### config.mk
export PLATFORM = sky130hd
export DESIGN_NAME = core_seq_ctrl
export DESIGN_NICKNAME = d
export VERILOG_FILES = /design/src/rtl/core_pkg.sv /design/src/rtl/instr_decode.sv /design/src/rtl/core_seq_ctrl.sv
export SDC_FILE = /design/constraint.sdc
export NUM_CORES = 1
export LEC_CHECK = 0
export CAP_MARGIN = 10
export CORE_MARGIN = 5
export CORE_UTILIZATION = 25
export CTS_BUF_LIST = sky130_fd_sc_hd__clkbuf_4 sky130_fd_sc_hd__clkbuf_8
export DETAILED_ROUTE_END_ITERATION = 12
export PLACE_DENSITY = 0.56
export SYNTH_ARGS = -nofsm -noshare
export SYNTH_HDL_FRONTEND = slang
export SYNTH_SLANG_ARGS = --single-unit
### constraint.sdc
create_clock -name iClk -period 2.55 [get_ports iClk]
set_input_delay 0.51 -clock iClk [delete_from_list [all_inputs] [get_ports iClk]]
set_output_delay 0.51 -clock iClk [all_outputs]
set_load 0.02 [all_outputs]
### src/rtl/core_pkg.sv
// Shared types and constants for the core sequencer: FSM states, RV32 opcodes
// and instruction field positions.
package core_pkg;

    localparam int unsigned INSTR_W  = 32;
    localparam int unsigned REG_W    = 5;
    localparam int unsigned OPCODE_W = 7;
    localparam int unsigned FUNCT3_W = 3;
    localparam int unsigned FUNCT7_W = 7;

    localparam int unsigned OPCODE_LSB = 0;
    localparam int unsigned RD_LSB     = 7;
    localparam int unsigned FUNCT3_LSB = 12;
    localparam int unsigned RS1_LSB    = 15;
    localparam int unsigned RS2_LSB    = 20;
    localparam int unsigned FUNCT7_LSB = 25;

    localparam logic [OPCODE_W-1:0] OP_R   = 7'b0110011;
    localparam logic [OPCODE_W-1:0] OP_I   = 7'b0010011;
    localparam logic [OPCODE_W-1:0] OP_SYS = 7'b1110011;

    typedef enum logic [2:0] {
        IDLE   = 3'd0,
        FETCH  = 3'd1,
        DECODE = 3'd2,
        EXEC   = 3'd3,
        WB     = 3'd4,
        HALT   = 3'd5
    } state_t;

    typedef struct packed {
        logic [FUNCT7_W-1:0] funct7;
        logic [REG_W-1:0]    rs2;
        logic [REG_W-1:0]    rs1;
        logic [FUNCT3_W-1:0] funct3;
        logic [REG_W-1:0]    rd;
        logic [OPCODE_W-1:0] opcode;
    } instr_fields_t;

endpackage

### src/rtl/instr_decode.sv
// Combinational RV32 field extraction from the instruction register.
module instr_decode
    import core_pkg::*;
(
    input  logic [INSTR_W-1:0] ir,
    output instr_fields_t      fields
);

    always_comb begin
        fields.opcode = ir[OPCODE_LSB +: OPCODE_W];
        fields.rd     = ir[RD_LSB     +: REG_W];
        fields.funct3 = ir[FUNCT3_LSB +: FUNCT3_W];
        fields.rs1    = ir[RS1_LSB    +: REG_W];
        fields.rs2    = ir[RS2_LSB    +: REG_W];
        fields.funct7 = ir[FUNCT7_LSB +: FUNCT7_W];
    end

endmodule

### src/rtl/core_seq_ctrl.sv
// Fetch/decode/execute/writeback sequencer with ALU timeout and sticky halt.
// Optional retired-instruction counter port oInstrCnt when SEQ_INSTR_CNT_EN is defined.
module core_seq_ctrl
    import core_pkg::*;
#(
    parameter int unsigned      WIDTH       = 32,
    parameter logic [WIDTH-1:0] PC_RESET    = WIDTH'(32'h0000_0000),
    parameter int unsigned      ALU_TIMEOUT = 255
) (
    input  logic                iClk,
    input  logic                iRst,
    input  logic                iEn,
    output logic                oImemReq,
    output logic [WIDTH-1:0]    oImemAddr,
    input  logic                iImemValid,
    input  logic [INSTR_W-1:0]  iImemData,
    output logic [REG_W-1:0]    oRs1,
    output logic [REG_W-1:0]    oRs2,
    output logic [REG_W-1:0]    oRd,
    output logic [FUNCT3_W-1:0] oFunct3,
    output logic [FUNCT7_W-1:0] oFunct7,
    output logic [OPCODE_W-1:0] oOpcode,
    output logic                oRfRdEn,
    output logic                oAluStart,
    input  logic                iAluDone,
    output logic                oRfWe,
    output logic                oIllegal,
    output logic                oTimeout,
    output logic                oHalt
`ifdef SEQ_INSTR_CNT_EN
    ,
    output logic [31:0]         oInstrCnt
`endif
);

    localparam int unsigned           TMO_W    = $clog2(ALU_TIMEOUT + 1);
    localparam logic [TMO_W-1:0]      TMO_LAST = TMO_W'(ALU_TIMEOUT - 1);
    localparam logic [WIDTH-1:0]      PC_STEP  = WIDTH'(4);

    state_t               state;
    state_t               state_nxt;
    logic [WIDTH-1:0]     pc;
    logic [WIDTH-1:0]     pc_nxt;
    logic [INSTR_W-1:0]   ir;
    logic [INSTR_W-1:0]   ir_nxt;
    logic [TMO_W-1:0]     tmo_cnt;
    logic [TMO_W-1:0]     tmo_cnt_nxt;
    instr_fields_t        fields;

    logic                 imem_req_nxt;
    logic                 rf_rd_en_nxt;
    logic                 alu_start_nxt;
    logic                 rf_we_nxt;
    logic                 illegal_nxt;
    logic                 timeout_nxt;
    logic                 halt_nxt;

    instr_decode u_decode (
        .ir     (ir),
        .fields (fields)
    );

    assign oImemAddr = pc;
    assign oRs1      = fields.rs1;
    assign oRs2      = fields.rs2;
    assign oRd       = fields.rd;
    assign oFunct3   = fields.funct3;
    assign oFunct7   = fields.funct7;
    assign oOpcode   = fields.opcode;

    // State, PC, IR and timeout counter registers.
    always_ff @(posedge iClk or posedge iRst) begin
        if (iRst) begin
            state   <= IDLE;
            pc      <= PC_RESET;
            ir      <= '0;
            tmo_cnt <= '0;
        end else begin
            state   <= state_nxt;
            pc      <= pc_nxt;
            ir      <= ir_nxt;
            tmo_cnt <= tmo_cnt_nxt;
        end
    end

    // Next-state, datapath updates and next values of the registered strobes.
    always_comb begin
        state_nxt   = state;
        pc_nxt      = pc;
        ir_nxt      = ir;
        tmo_cnt_nxt = tmo_cnt;
        illegal_nxt = 1'b0;
        timeout_nxt = 1'b0;

        case (state)
            IDLE: begin
                if (iEn) begin
                    state_nxt = FETCH;
                end
            end
            FETCH: begin
                // Data is only accepted while the request is actually presented.
                if (oImemReq && iImemValid) begin
                    ir_nxt    = iImemData;
                    state_nxt = DECODE;
                end
            end
            DECODE: begin
                case (fields.opcode)
                    OP_R, OP_I: begin
                        tmo_cnt_nxt = '0;
                        state_nxt   = EXEC;
                    end
                    OP_SYS: begin
                        state_nxt = HALT;
                    end
                    default: begin
                        illegal_nxt = 1'b1;
                        pc_nxt      = pc + PC_STEP;
                        state_nxt   = iEn ? FETCH : IDLE;
                    end
                endcase
            end
            EXEC: begin
                if (iAluDone) begin
                    state_nxt = WB;
                end else if (tmo_cnt == TMO_LAST) begin
                    timeout_nxt = 1'b1;
                    pc_nxt      = pc + PC_STEP;
                    state_nxt   = iEn ? FETCH : IDLE;
                end else begin
                    tmo_cnt_nxt = tmo_cnt + TMO_W'(1);
                end
            end
            WB: begin
                pc_nxt    = pc + PC_STEP;
                state_nxt = iEn ? FETCH : IDLE;
            end
            HALT: begin
                state_nxt = HALT;
            end
            default: begin
                state_nxt = IDLE;
            end
        endcase

        // The fetch request waits one cycle behind an error pulse so no two strobes overlap.
        imem_req_nxt  = (state_nxt == FETCH) && !illegal_nxt && !timeout_nxt;
        rf_rd_en_nxt  = (state_nxt == DECODE);
        alu_start_nxt = (state_nxt == EXEC) && (state != EXEC);
        rf_we_nxt     = (state_nxt == WB) && (fields.rd != '0);
        halt_nxt      = (state_nxt == HALT);
    end

    // Registered output strobes.
    always_ff @(posedge iClk or posedge iRst) begin
        if (iRst) begin
            oImemReq  <= 1'b0;
            oRfRdEn   <= 1'b0;
            oAluStart <= 1'b0;
            oRfWe     <= 1'b0;
            oIllegal  <= 1'b0;
            oTimeout  <= 1'b0;
            oHalt     <= 1'b0;
        end else begin
            oImemReq  <= imem_req_nxt;
            oRfRdEn   <= rf_rd_en_nxt;
            oAluStart <= alu_start_nxt;
            oRfWe     <= rf_we_nxt;
            oIllegal  <= illegal_nxt;
            oTimeout  <= timeout_nxt;
            oHalt     <= halt_nxt;
        end
    end

`ifdef SEQ_INSTR_CNT_EN
    // Retired-instruction count: one per WB cycle, wraps naturally.
    always_ff @(posedge iClk or posedge iRst) begin
        if (iRst) begin
            oInstrCnt <= '0;
        end else if (state == WB) begin
            oInstrCnt <= oInstrCnt + 32'(1);
        end
    end
`endif

endmodule

# Word-level counts from Yosys, hierarchy flattened
# Index checks and enable logic that the tools add are counted.
# word_totals
reg_bits,82
wordCells,69
input_bits,37
# op_classes
muxes,20
n_reduce_logical,16
addsub,2
n_eq_ne,20
# ops
operator,n
32-bit 2-to-1 mux,3
32-bit one-hot mux with 3 select lines,1
"32-bit by 3-bit adder with 32-bit output, second input constant",1
8-bit 2-to-1 mux,3
3-bit one-hot mux with 6 select lines,1
8-bit one-hot mux with 2 select lines,1
"3-bit by 2-bit equality test with 1-bit output, second input constant",4
"3-bit equality test, second input constant",4
3-bit 2-to-1 mux,4
"2-bit != test, second input constant",5
"8-bit by 1-bit adder with 8-bit output, second input constant",1
"8-bit equality test, second input constant",1
4-bit AND reduction,2
"7-bit by 5-bit equality test with 1-bit output, second input constant",1
"7-bit by 6-bit equality test with 1-bit output, second input constant",1
"7-bit equality test, second input constant",1
"3-bit by 1-bit equality test with 1-bit output, second input constant",2
1-bit 2-to-1 mux,6
3-bit one-hot mux with 2 select lines,1
1-bit logical AND,5
5-bit nonzero test,1
3-bit logical NOT,1
"3-bit by 2-bit != test with 1-bit output, second input constant",1
3-bit nonzero test,1
5 further kinds,6

# Logic depth before layout (Yosys ltp)
# logic_depth
word_depth,7
depth_mapped,8
depth_no_buf,7

# By module
# Synthesis repeated with hierarchy kept, for this count alone.
# hier_totals
hier_cells,312
area_unflattened_um2,3696.0
# modules_own_cells
mod,seq_area_each_um2,area_each_um2,instances,cells_each
core_seq_ctrl,2001.9,3455.8,1,280
instr_decode,0.0,240.2,1,32

# Least setup slack after synthesis
# OpenSTA, ideal clock, no wires.
# synth_timing
kind,reg2reg
start,register ir[2]
end,"register pc[3], in the netlist oImemAddr[3]"
path_slack_ns,0.624
t_arrival_ns,1.802
path_buffers,1
required_time_ns,2.425
stages_incl_launch_ff,6
synth_period_minus_slack_ns,1.926
setup_ns,0.125
cell_sequence,dfrtp_1 > nand3b_1 > o31a_2 > o21ai_4 > buf_6 > mux2_2
# synth_via
elab_chain_len,4
elab_cells_between_ends,6
classes_between,eq/ne (4); reduce/logical (2)
# synth_rtl
element,line_no,source
start: declaration,core_seq_ctrl.sv:44,logic [INSTR_W-1:0] ir;
start signal: assignment,core_seq_ctrl.sv:81,ir <= ir_nxt;
7-bit equality test (tied with other cells),core_seq_ctrl.sv:109,case (fields.opcode)
3-bit OR reduction (no source line) *,--,
2-bit != test (no source line) *,--,
4-bit AND reduction (no source line) *,--,
end signal: assignment,core_seq_ctrl.sv:80,pc <= pc_nxt;
end: declaration,core_seq_ctrl.sv:42,logic [WIDTH-1:0] pc;
# Mark *: on every way between the ends. The rest lies on a longest branch, timed or not.
# A chain may end at the register's enable or synchronous reset.

# Worst setup path in the final report
# Ends and elaborated chain as after synthesis.

==> out/qor.yml <==
setup_path:
  critPathLaunchType: "flip-flop"
  reg2reg_setup_slack_ps: 530
  reg2regPathDepth: 5
  critPathBufInv: 1
  worst-setup-path-type: "flip-flop to flip-flop"
  r2r-start: "ir[2]$_DFFE_PP0P_"
  critPathMaxFanout: 13
  slowest_delay_ps: 460
  end_kind: "flip-flop"
  crit_slowest_cell: "o31a_2"
  critical_path_required_ps: 2810
  critPathTopFamily: "compound AO/OA/AOI/OAI gates"
  crit_path_cell_trace: "nand3b_1 > o31a_2 > o21ai_4 > buf_4 > mux2_2"
  arrival_ps: 2280
  r2r-end: "oImemAddr[3]$_DFFE_PP0P_"
yosys:
  synth_flop_cell: "dfrtp_1"
  synth.distinct_cells: 48
  synth_mux_area_share_pct: 10.5
  synthAdderAreaFrac_pct: 1.02
  synth_xor_area_share_pct: 7.87
  syn-instance-count: 292
  yosys_warnings: 0
  synth_area_leaders: "dfrtp_1, mux2_2, xor2_1"
  ys_ff_latch: 80
  synth_compound_area_share_pct: 4.87
  synth_top_area_share_pct: 54.5
  synthArstFlopShare_pct: 100
  synth_edf_count: 0
  yosysTopAreaCell: "dfrtp_1"
  yosys.area_share.simple_pct: 18.3
  synth_area_per_cell_sq_um: 12.6
  mappedNetlistArea_sq_um: 3670
  synth_top_family_by_area: "simple AND/OR/NAND/NOR gates"
  yosysSeqAreaShare_pct: 54.5
clocking:
  ctsResizeCount: 0
  ctsHoldBuffers: 0
  cts_root_buffer: "clkbuf_8"
  clock_sinks: 80
  numCtsBuffers: 9
  clk_latency_ps: 370
  post_cts_buffers: 0
  path_clk_slew_ps: 90
  tritoncts: "built"
  clockBufferDepth: 2
  h-tree-depth: 3
sta:
  worst_pin_slew_ps: 524
  max_freq_mhz: 495
  slew_violations: 0
  rsz0062_at_grt: "false"
  setup_viol: 0
  fin_crit_sh_pct: 79.2
  fin_crit_ps: 2020
  hold_viol_final: 0
  final.setup_skew_ps: 7.86
  setup_tns_ps: 0
  max-slew-margin-rel_pct: 65.1
hold_path:
  hp-class: "flip-flop to flip-flop"
  min-delay-start: "oImemAddr[31]$_DFFE_PP0P_"
  hold-path-cell-count: 1
  worstHoldEndpoint: "oImemAddr[31]$_DFFE_PP0P_"
final_layout:
  drive_gt1_share_pct: 22.1
  nNetsFinal: 447
  fillers: 1406
  area_delta_synth_final_pct: 41.5
  diodes: 0
drt:
  vias_per_cell: 4.39
  drt_iter0_drc: 74
  dr.pass1.iters: 4
  wire_per_inst_microns: 14.7
  post-route-drc-count: 0
  vias: 2619
  drt-total-wl_microns: 8750
  ant_nets: 0
grt:
  grt_max_degree: 41
  grt_pass1_vias: 2773
  grt-ovfl-total: 0
  grt_use_total_pct: 10.4
  grt_pass1_wl_microns: 14700
  antenna_found_initial: 0
pwr:
  powerDensity_nw_per_um2: 479
  ir_drop_uv: 243
  p_leak_nw: 2.26
  finalPower_mw: 2.49
die:
  core_area_sq_um: 14500
  die_w_microns: 131
  die-height_microns: 131
  dieArea_sq_um: 17200
  rows: 44
  initial_core_util_pct: 25.4
  io_pins: 108
place:
  dpl.hpwl_microns: 6390
  globalplace.congestion: 0.795
  io_buffers: 105
outcome:
  status: "complete, no violations"
flow_run:
  maxCapViolCount: 0
## how the worst max path moves through the flow
stage / start / end / slack [ps] / depth (start not counted)
after floorplan: ir[2]$_DFFE_PP0P_ / oImemAddr[3]$_DFFE_PP0P_ / 620 / 5
after global placement: iImemValid / ir[28]$_DFFE_PP0P_ / 420 / 5
after detailed placement: iAluDone / tmo_cnt[4]$_DFFE_PP0P_ / 380 / 5
after CTS: oImemAddr[5]$_DFFE_PP0P_ / oImemAddr[5] / 500 / 1
after global routing: ir[2]$_DFFE_PP0P_ / oImemAddr[3]$_DFFE_PP0P_ / 450 / 5
final: ir[2]$_DFFE_PP0P_ / oImemAddr[3]$_DFFE_PP0P_ / 530 / 5
## cells in the mapped netlist, types with 6 or more instances
cell / n
dfrtp_1: 80
inv_1: 10
mux2_2: 33
nand2_1: 22
nand3_1: 7
nand4_1: 6
nor2_1: 17
nor3_1: 9
nor3_2: 15
xnor2_1: 10
xor2_1: 23
## cells by family (layout without fill, tap and decap cells)
kind of cell | count (synthesis) | in the layout
other | 1 | 2
adder cells (fa/ha/maj) | 3 | 3
flip-flops | 80 | 80
AO/OA/AOI/OAI | 18 | 18
buffers and inverters | 19 | 138
XOR/XNOR | 33 | 33
AND/OR/NAND/NOR | 104 | 104
multiplexers | 34 | 34
## cell usage in the layout (no fill, tap or decap), types with 9 or more instances in the layout
cell type        Yosys  final
xor2_1              23     23
inv_1               10      9
mux2_2              33     33
nor2_1              17     16
clkbuf_8             0      9
nand2_1             22     22
nor3_1               9      9
xnor2_1             10     10
nor3_2              15     15
clkdlybuf4s50_1      0    105
dfrtp_1             80     80
## power by group
group,switching (mW),internal [mW]
combinational,0.0358,0.0504
clock,0.479,0.658
sequential,0,1.27
## worst register-to-register path, delay by kind of cell, from the launching register on
kind,cells,cell delay (ps)
AO/OA/AOI/OAI,2,650
buffers and inverters,1,260
flip-flops,1,400
multiplexers,1,360
AND/OR/NAND/NOR,1,240
## layer usage
| metal | vias to the layer above | share of wire, % | GRT usage (%) |
|---|---|---|---|
| met4 | 0 | 2.0 | 4.68 |
| met5 | - | 0 | 0 |
| met2 | 77 | 44 | 15.5 |
| met3 | 15 | 6.9 | 3.98 |
| li1 | 1245 | - | - |
| met1 | 1282 | 47 | 13.4 |
## registers in the layout, indices dropped and copies added (netlist names), 3 cells and up
| register | cells |
|---|---|
| tmo_cnt | 8 |
| state | 3 |
| oImemAddr | 30 |
| ir | 32 |
## final cells by class
cell class	instances	area, sq um	share of cell area, %
Multi-Input combinational cell	194	1580	30.4
Clock inverter	6	108	2.07
Inverter	10	41.3	0.795
Clock buffer	10	131	2.53
Tap cell	184	230	4.43
Timing Repair Buffer	112	1100	21.2
Sequential cell	80	2000	38.5
## per-stage QoR
stage / hold WS (ps) / cell area (sq um) / cells / utilization [%] / worst slack [ps]
after detailed placement: 477 / 4960 / 580 / 34.2 / 377
final: 483 / 5190 / 596 / 35.9 / 529
after CTS: 492 / 5190 / 596 / 35.9 / 502
after floorplan: 500 / 3680 / 293 / - / 624
after global routing: 516 / 5190 / 596 / 35.9 / 453
after global placement: 456 / 4960 / 580 / 34.2 / 418
(Power assumes the default switching activity.)
